**src/rtl/matrix_permute_engine.sv**
```systemverilog
// Iterative 5x5 lane-matrix permutation engine: pi, inverse pi, rho or theta
// applied once per cycle for a programmable round count, with valid/ready I/O.
module matrix_permute_engine #(
  parameter int LANE_W = 8,
  parameter int CNT_W  = 5
) (
  input  logic                  clk,
  input  logic                  rst,
  input  logic                  i_in_valid,
  output logic                  o_in_ready,
  input  logic [25*LANE_W-1:0]  i_in_state,
  input  logic [1:0]            i_mode,
  input  logic [CNT_W-1:0]      i_rounds,
  output logic                  o_out_valid,
  input  logic                  i_out_ready,
  output logic [25*LANE_W-1:0]  o_out_state,
  output logic                  o_busy,
  output logic [CNT_W-1:0]      o_rounds_left
);

  typedef enum logic [1:0] {S_IDLE, S_RUN, S_DONE} fsm_t;

  localparam int RHO [25] = '{ 0,  1, 62, 28, 27,
                              36, 44,  6, 55, 20,
                               3, 10, 43, 25, 39,
                              41, 45, 15, 21,  8,
                              18,  2, 61, 56, 14};

  fsm_t                  r_fsm, w_fsm_nxt;
  logic [25*LANE_W-1:0]  r_state;
  logic [1:0]            r_mode;
  logic [CNT_W-1:0]      r_rounds_left;
  logic                  w_accept;

  logic [LANE_W-1:0]     w_a [25];
  logic [LANE_W-1:0]     w_b [25];
  logic [LANE_W-1:0]     w_c [5];
  logic [LANE_W-1:0]     w_d [5];
  logic [25*LANE_W-1:0]  w_step;

  // Rotation through a doubled copy keeps shift-by-zero and LANE_W=1 well defined.
  function automatic logic [LANE_W-1:0] rotl(input logic [LANE_W-1:0] a, input int s);
    logic [2*LANE_W-1:0] t;
    t = {a, a} << s;
    return t[2*LANE_W-1 -: LANE_W];
  endfunction

  always_comb begin
    for (int l = 0; l < 25; l++) w_a[l] = r_state[l*LANE_W +: LANE_W];
  end

  always_comb begin
    for (int x = 0; x < 5; x++) begin
      w_c[x] = '0;
      for (int y = 0; y < 5; y++) w_c[x] = w_c[x] ^ w_a[5*y+x];
    end
  end

  always_comb begin
    for (int x = 0; x < 5; x++) w_d[x] = w_c[(x+4)%5] ^ rotl(w_c[(x+1)%5], 1);
  end

  always_comb begin
    for (int y = 0; y < 5; y++) begin
      for (int x = 0; x < 5; x++) begin
        case (r_mode)
          2'd0:    w_b[5*y+x] = w_a[5*x + (x+3*y)%5];
          2'd1:    w_b[5*y+x] = w_a[5*((2*x+3*y)%5) + y];
          2'd2:    w_b[5*y+x] = rotl(w_a[5*y+x], RHO[5*y+x] % LANE_W);
          default: w_b[5*y+x] = w_a[5*y+x] ^ w_d[x];
        endcase
      end
    end
  end

  always_comb begin
    for (int l = 0; l < 25; l++) w_step[l*LANE_W +: LANE_W] = w_b[l];
  end

  always_comb begin
    w_fsm_nxt = r_fsm;
    w_accept  = 1'b0;
    case (r_fsm)
      S_IDLE: begin
        if (i_in_valid) begin
          w_accept  = 1'b1;
          w_fsm_nxt = (i_rounds == '0) ? S_DONE : S_RUN;
        end
      end
      S_RUN:   if (r_rounds_left == CNT_W'(1)) w_fsm_nxt = S_DONE;
      S_DONE:  if (i_out_ready) w_fsm_nxt = S_IDLE;
      default: w_fsm_nxt = S_IDLE;
    endcase
  end

  always_ff @(posedge clk or posedge rst) begin
    if (rst) begin
      r_fsm         <= S_IDLE;
      r_state       <= '0;
      r_mode        <= '0;
      r_rounds_left <= '0;
    end else begin
      r_fsm <= w_fsm_nxt;
      if (w_accept) begin
        r_state       <= i_in_state;
        r_mode        <= i_mode;
        r_rounds_left <= i_rounds;
      end else if (r_fsm == S_RUN) begin
        r_state       <= w_step;
        r_rounds_left <= r_rounds_left - CNT_W'(1);
      end
    end
  end

  // in_ready is gated by rst so it reads low for the whole reset pulse.
  assign o_in_ready    = (r_fsm == S_IDLE) && !rst;
  assign o_out_valid   = (r_fsm == S_DONE);
  assign o_busy        = (r_fsm != S_IDLE);
  assign o_out_state   = r_state;
  assign o_rounds_left = r_rounds_left;

endmodule

```
**config.mk**
```make
export PLATFORM = sky130hd
export DESIGN_NAME = matrix_permute_engine
export DESIGN_NICKNAME = d
export VERILOG_FILES = /design/src/rtl/matrix_permute_engine.sv
export SDC_FILE = /design/constraint.sdc
export NUM_CORES = 1
export LEC_CHECK = 0
export BUFFER_PORTS_ARGS = -buffer_cell sky130_fd_sc_hd__buf_4
export CORE_UTILIZATION = 30
export DETAILED_ROUTE_END_ITERATION = 8
export HOLD_SLACK_MARGIN = 0.03
export MAX_ROUTING_LAYER = met4
export PLACE_DENSITY = 0.58
export RECOVER_POWER = 50
export REMOVE_ABC_BUFFERS = 1
export SLEW_MARGIN = 20
export SYNTH_ARGS = -nofsm -noshare
export SYNTH_HDL_FRONTEND = slang
export SYNTH_SLANG_ARGS = --single-unit
```
**constraint.sdc**
```tcl
create_clock -name clk -period 5.4 [get_ports clk]
set_input_delay 0 -clock clk [delete_from_list [all_inputs] [get_ports clk]]
set_output_delay 0 -clock clk [all_outputs]
set_load 0.005 [all_outputs]
```
**Yosys cells after proc, flatten, opt, wreduce, memory -nomap -nowiden**

Index checks and enable logic that the tools add are counted.
Widths: inputs -> output; s select.

- Register bits after elaboration: 209
- Input bits: 211
- Output and inout port bits: 208

- Bitwise operators: 50
- Mux-type cells: 36
- Eq/ne operators: 10
- Reductions and logical operators: 11
- Add/sub/neg operators: 1

Operators with widths:

| operator | count |
|---|---|
| $pmux 8 s3 | 24 |
| $mux 200 | 2 |
| $xor 8x8->8 | 50 |
| $mux 5 | 2 |
| $mux 2 | 4 |
| $mux 8 | 1 |
| $ne 2x2->1 const B | 3 |
| $pmux 2 s3 | 1 |
| $eq 5x1->1 const B | 1 |
| $logic_not 5->1 | 1 |
| $sub 5x1->5 const B | 1 |
| $eq 2x1->1 const B | 2 |
| $eq 2x2->1 const B | 2 |
| $logic_not 2->1 | 2 |
| $ne 2x1->1 const B | 2 |
| $reduce_and 2->1 | 2 |
| $reduce_bool 2->1 | 2 |
| $reduce_and 3->1 | 1 |
| $reduce_or 3->1 | 1 |
| $mux 1 | 2 |
| $logic_and 1x1->1 | 1 |
| $logic_not 1->1 | 1 |

**Depth between registers and ports, before layout**

- Depth in word-level cells: 9
- Depth in mapped cells: 9
- Mapped depth without buffers: 6

**Least setup slack after synthesis**

OpenSTA, ideal clock, no wires.

- Path kind: reg2reg
- From: register r_state[16] (netlist: o_out_state[16])
- To: register r_state[64] (netlist: o_out_state[64])
- Cell stages (with the launch flop): 7
- Arrival: 1.980 ns
- Path slack: 3.283 ns
- Path buffers: 0
- Data required time: 5.263 ns
- Setup time: 0.137 ns
- Cell sequence: dfrtp_1 xnor3_1 xnor2_2 xnor2_2 mux2_1 a221oi_2 a21oi_1

- Cells in the longest elaborated chain, start to end: 9

Ends and longest elaborated chain:

| element | RTL line | text |
|---|---|---|
| start: declaration | 30 | `logic [25*LANE_W-1:0] r_state;` |
| start signal: assignment | 105 | `r_state <= i_in_state;` |
| start signal: assignment | 109 | `r_state <= w_step;` |
| $xor 8x8->8 (4 in a row) | 55 | `for (int y = 0; y < 5; y++) w_c[x] = w_c[x] ^ w_a[5*y+x];` |
| $xor 8x8->8 | 60 | `for (int x = 0; x < 5; x++) w_d[x] = w_c[(x+4)%5] ^ rotl(w_c[(x+1)%5], 1);` |
| $xor 8x8->8 | 70 | `default: w_b[5*y+x] = w_a[5*y+x] ^ w_d[x];` |
| $pmux 8 s3 | 66 | `case (r_mode)` |
| $mux 200 | 108 | `end else if (r_fsm == S_RUN) begin` |
| $mux 200 | 104 | `if (w_accept) begin` |

Every way passes these cells. The select of a mux whose other input is x is not followed.
A chain may end at the register's enable or synchronous reset.

**Worst setup path after layout**

- From: register r_state[72] (netlist: o_out_state[72])
- To: register r_state[65] (netlist: o_out_state[65])

Same word-level chain as after synthesis.

==> results.json <==
{
  "crit_top_cell": "xnor2_1",
  "vias_per_cell": 5.88,
  "cp_top_family": "XOR/XNOR gates",
  "regToRegSetupSlack_ns": 1.86,
  "fillers": 6122,
  "max_cap_violations": 1,
  "cts_resized": 0,
  "cts_tree": "done",
  "cts_buffer_depth": 3,
  "routedWlPerCell_um": 27.6,
  "rows": 90,
  "hold_class": "primary input to register",
  "io_buffers": 418,
  "numCtsBuffers": 28,
  "clock_latency_ns": 0.59,
  "syn-cell-area_um2": 18300,
  "synth-seq-cells": 209,
  "gp_congestion": 0.947,
  "crit_chain": "clkbuf_1 -> xnor3_1 -> xnor2_1 -> xnor2_1 -> xor2_1 -> a221oi_1 -> a21oi_1",
  "die_w_um": 249,
  "setup_ws_ns": 1.86,
  "drive_above_1_share_pct": 17.1,
  "rsz0062_at_grt": "false",
  "synth_top_area_share_pct": 28.5,
  "vias": 21200,
  "cts_num_sinks": 209,
  "cpPeakStageDelay_ns": 0.86,
  "cp.arrival_ns": 3.96,
  "postCtsSetupBuffers": 0,
  "ios": 419,
  "ys_seq_area_share_pct": 28.5,
  "synth_edf_count": 0,
  "grt_start_max_net_pins": 208,
  "cts_root_buffer": "clkbuf_16",
  "grt_usage_pct": 31.8,
  "ant_nets": 0,
  "slew_violations": 110,
  "grt_pass1_vias": 20300,
  "fin_skew_ns": 0.0156,
  "yosys.area_share.simple_pct": 18.7,
  "worst_r2r_endpoint": "o_out_state[65]",
  "drt_iter0_drc": 2861,
  "syn2layout_area_growth_pct": 36.2,
  "syn_inst": 2317,
  "grt_pass1_wl_mm": 142,
  "synth_top_family_by_area": "compound AO/OA/AOI/OAI gates",
  "synthMuxAreaShare_pct": 2.54,
  "pre_cts_ws_ns": 2.13,
  "cp_max_fo": 8,
  "synth-xor-area-share_pct": 17.7,
  "min_from": "i_in_state[5]",
  "r2r_cells": 7,
  "antenna_cells": 0,
  "critical_path_buf_inv_count": 1,
  "cp.required_ns": 5.82,
  "finalNetCount": 3023,
  "synth-compound-area-share_pct": 27.8,
  "maxSlewHeadroom_pct": -86.1,
  "fmax_ghz": 0.283,
  "hold_depth": 4,
  "tns_ns": 0,
  "grt_antenna_before_repair": 1,
  "gr-total-overflow": 0,
  "multi_input_area_um2": 12300,
  "layout_min_cycle_time_ns": 3.54,
  "dr.pass1.iters": 8,
  "initial_core_util_pct": 30.4,
  "end_kind": "register",
  "violations": "capacitance limit, slew limit",
  "slowest_stage": "xnor2_1",
  "seq_area_um2": 5240,
  "async_flop_share_pct": 100,
  "synth.largest_area_cell": "dfrtp_1",
  "synth.distinct_cells": 56,
  "rr_startpoint": "o_out_state[72]",
  "ys.flop_type": "dfrtp_1",
  "drc": 0,
  "yosys_warnings": 0,
  "die_y_um": 249,
  "synth_top_cells_by_area": "dfrtp_1, a21oi_1, o21ai_0",
  "final_hold_viol_count": 0,
  "crit_path_start_kind": "register",
  "die_area_um2": 62100,
  "period_share_pct": 65.5,
  "clk_pin_slew_ns": 0.06,
  "worst_pin_slew_ns": 2.79,
  "synth_fa_ha_area_share_pct": 0.137,
  "avgSynthCellArea_um2": 7.91,
  "status": "complete, but fails checks",
  "criticalPathCategory": "register to register",
  "cts.htree.levels": 1,
  "setup_viol": 0,
  "coreArea_um2": 60400,
  "dpl.hpwl_mm": 71.0,
  "routed_wl_mm": 99.9,
  "whs_endpoint": "o_out_state[5]"
}
routing by layer:
metal / wire length (um) / GRT usage [%] / vias to the layer above
met5: 0 / - / -
met4: 5160 / 14.3 / 0
met3: 9670 / 5.84 / 230
met2: 44600 / 48.2 / 1266
met1: 40500 / 41.2 / 10400
li1: - / - / 9363
final cells by class:
cell class | instances | area share [%]
multi-input cells | 1886 | 49.4
repair buffers | 665 | 21.1
flip-flops and latches | 209 | 21.0
well taps | 782 | 3.92
clock buffers | 37 | 3.31
clock inverters | 15 | 0.962
inverters | 20 | 0.316
sequential cells by signal, summed over array words and instances (netlist names):
register	cells
o_out_state	200
r_fsm	2
o_rounds_left	5
r_mode	2
layout by cell type (no fill, tap or decap), types with 5 or more instances in the layout:
| cell type | n |
|---|---|
| nand2b_1 | 6 |
| o32ai_1 | 8 |
| nand3_1 | 11 |
| nor2b_1 | 118 |
| clkbuf_1 | 80 |
| bufinv_16 | 6 |
| a21oi_1 | 381 |
| clkbuf_8 | 7 |
| dlygate4sd3_1 | 221 |
| dfrtp_1 | 207 |
| buf_4 | 234 |
| or3_1 | 82 |
| xor2_2 | 19 |
| nand2_1 | 124 |
| xnor2_1 | 102 |
| a211oi_1 | 51 |
| clkbuf_4 | 127 |
| mux2i_1 | 42 |
| and2_1 | 12 |
| nor4_1 | 8 |
| o211ai_1 | 39 |
| xor2_1 | 77 |
| clkbuf_16 | 29 |
| o21ai_0 | 234 |
| nor3_1 | 109 |
| a31oi_1 | 13 |
| inv_1 | 19 |
| a22o_1 | 5 |
| xnor2_2 | 30 |
| a221oi_1 | 89 |
| nor3b_1 | 8 |
| xnor3_1 | 39 |
| nor2_1 | 223 |
stage by stage:
stage	hold slack [ns]	area [um2]	instances	util, %
floorplan	0.0311	17600	2115	-
global placement	0.214	22000	3341	36.4
detailed placement	0.222	22000	3341	36.4
CTS	0.165	25200	3614	41.8
global route	0.188	25000	3614	41.4
finish	0.179	25000	3614	41.4
cell usage after synthesis, drive strengths merged, types with 3 or more instances:
| master | instances |
|---|---|
| o32ai | 8 |
| xor2 | 96 |
| a31oi | 13 |
| nand3 | 11 |
| or3 | 82 |
| a2111oi | 3 |
| xnor2 | 132 |
| o211ai | 39 |
| mux2i | 42 |
| a211oi | 51 |
| nor3 | 109 |
| nor3b | 9 |
| a21oi | 381 |
| xnor3 | 40 |
| a221oi | 93 |
| a22o | 5 |
| nor2 | 225 |
| o221ai | 4 |
| dfrtp | 209 |
| o22ai | 4 |
| inv | 20 |
| o31ai | 3 |
| clkbuf | 178 |
| nand2b | 7 |
| nor4 | 8 |
| o21ai | 234 |
| mux2 | 4 |
| and2 | 12 |
| a21o | 3 |
| buf | 24 |
| nand2 | 126 |
| nor2b | 119 |
worst max-delay path by stage:
stage	startpoint	end	cells after the start
after detailed placement	r_fsm[1]	o_out_state[166]	8
after floorplan	r_mode[1]	o_out_state[19]	4
after global placement	r_fsm[1]	o_out_state[166]	8
after CTS	r_fsm[1]	o_out_state[166]	8
final	o_out_state[72]	o_out_state[65]	7
after global routing	rst	o_out_state[62]	4
worst reg2reg max path: cells and delay by family, from the launching register on:
| kind | cells | cell delay, ns |
|---|---|---|
| xor+xnor | 4 | 1.72 |
| compound gates | 2 | 0.61 |
| flops | 1 | 0.32 |
| buf+inv | 1 | 0.73 |
kinds of logic after synthesis:
group / count (synthesis)
buf+inv: 222
simple gates: 709
fa+ha+maj: 2
compound gates: 861
mux: 46
flops: 209
xor+xnor: 268
repair_timing:
action | CTS | global route
hold buffers | 221 | 0
endpoints found under the hold margin | 316 | 0
endpoints found under the setup margin | 0 | 0
Power is not shown: default switching activity piles up to over one toggle a cycle in this logic, so the estimate is an artifact.
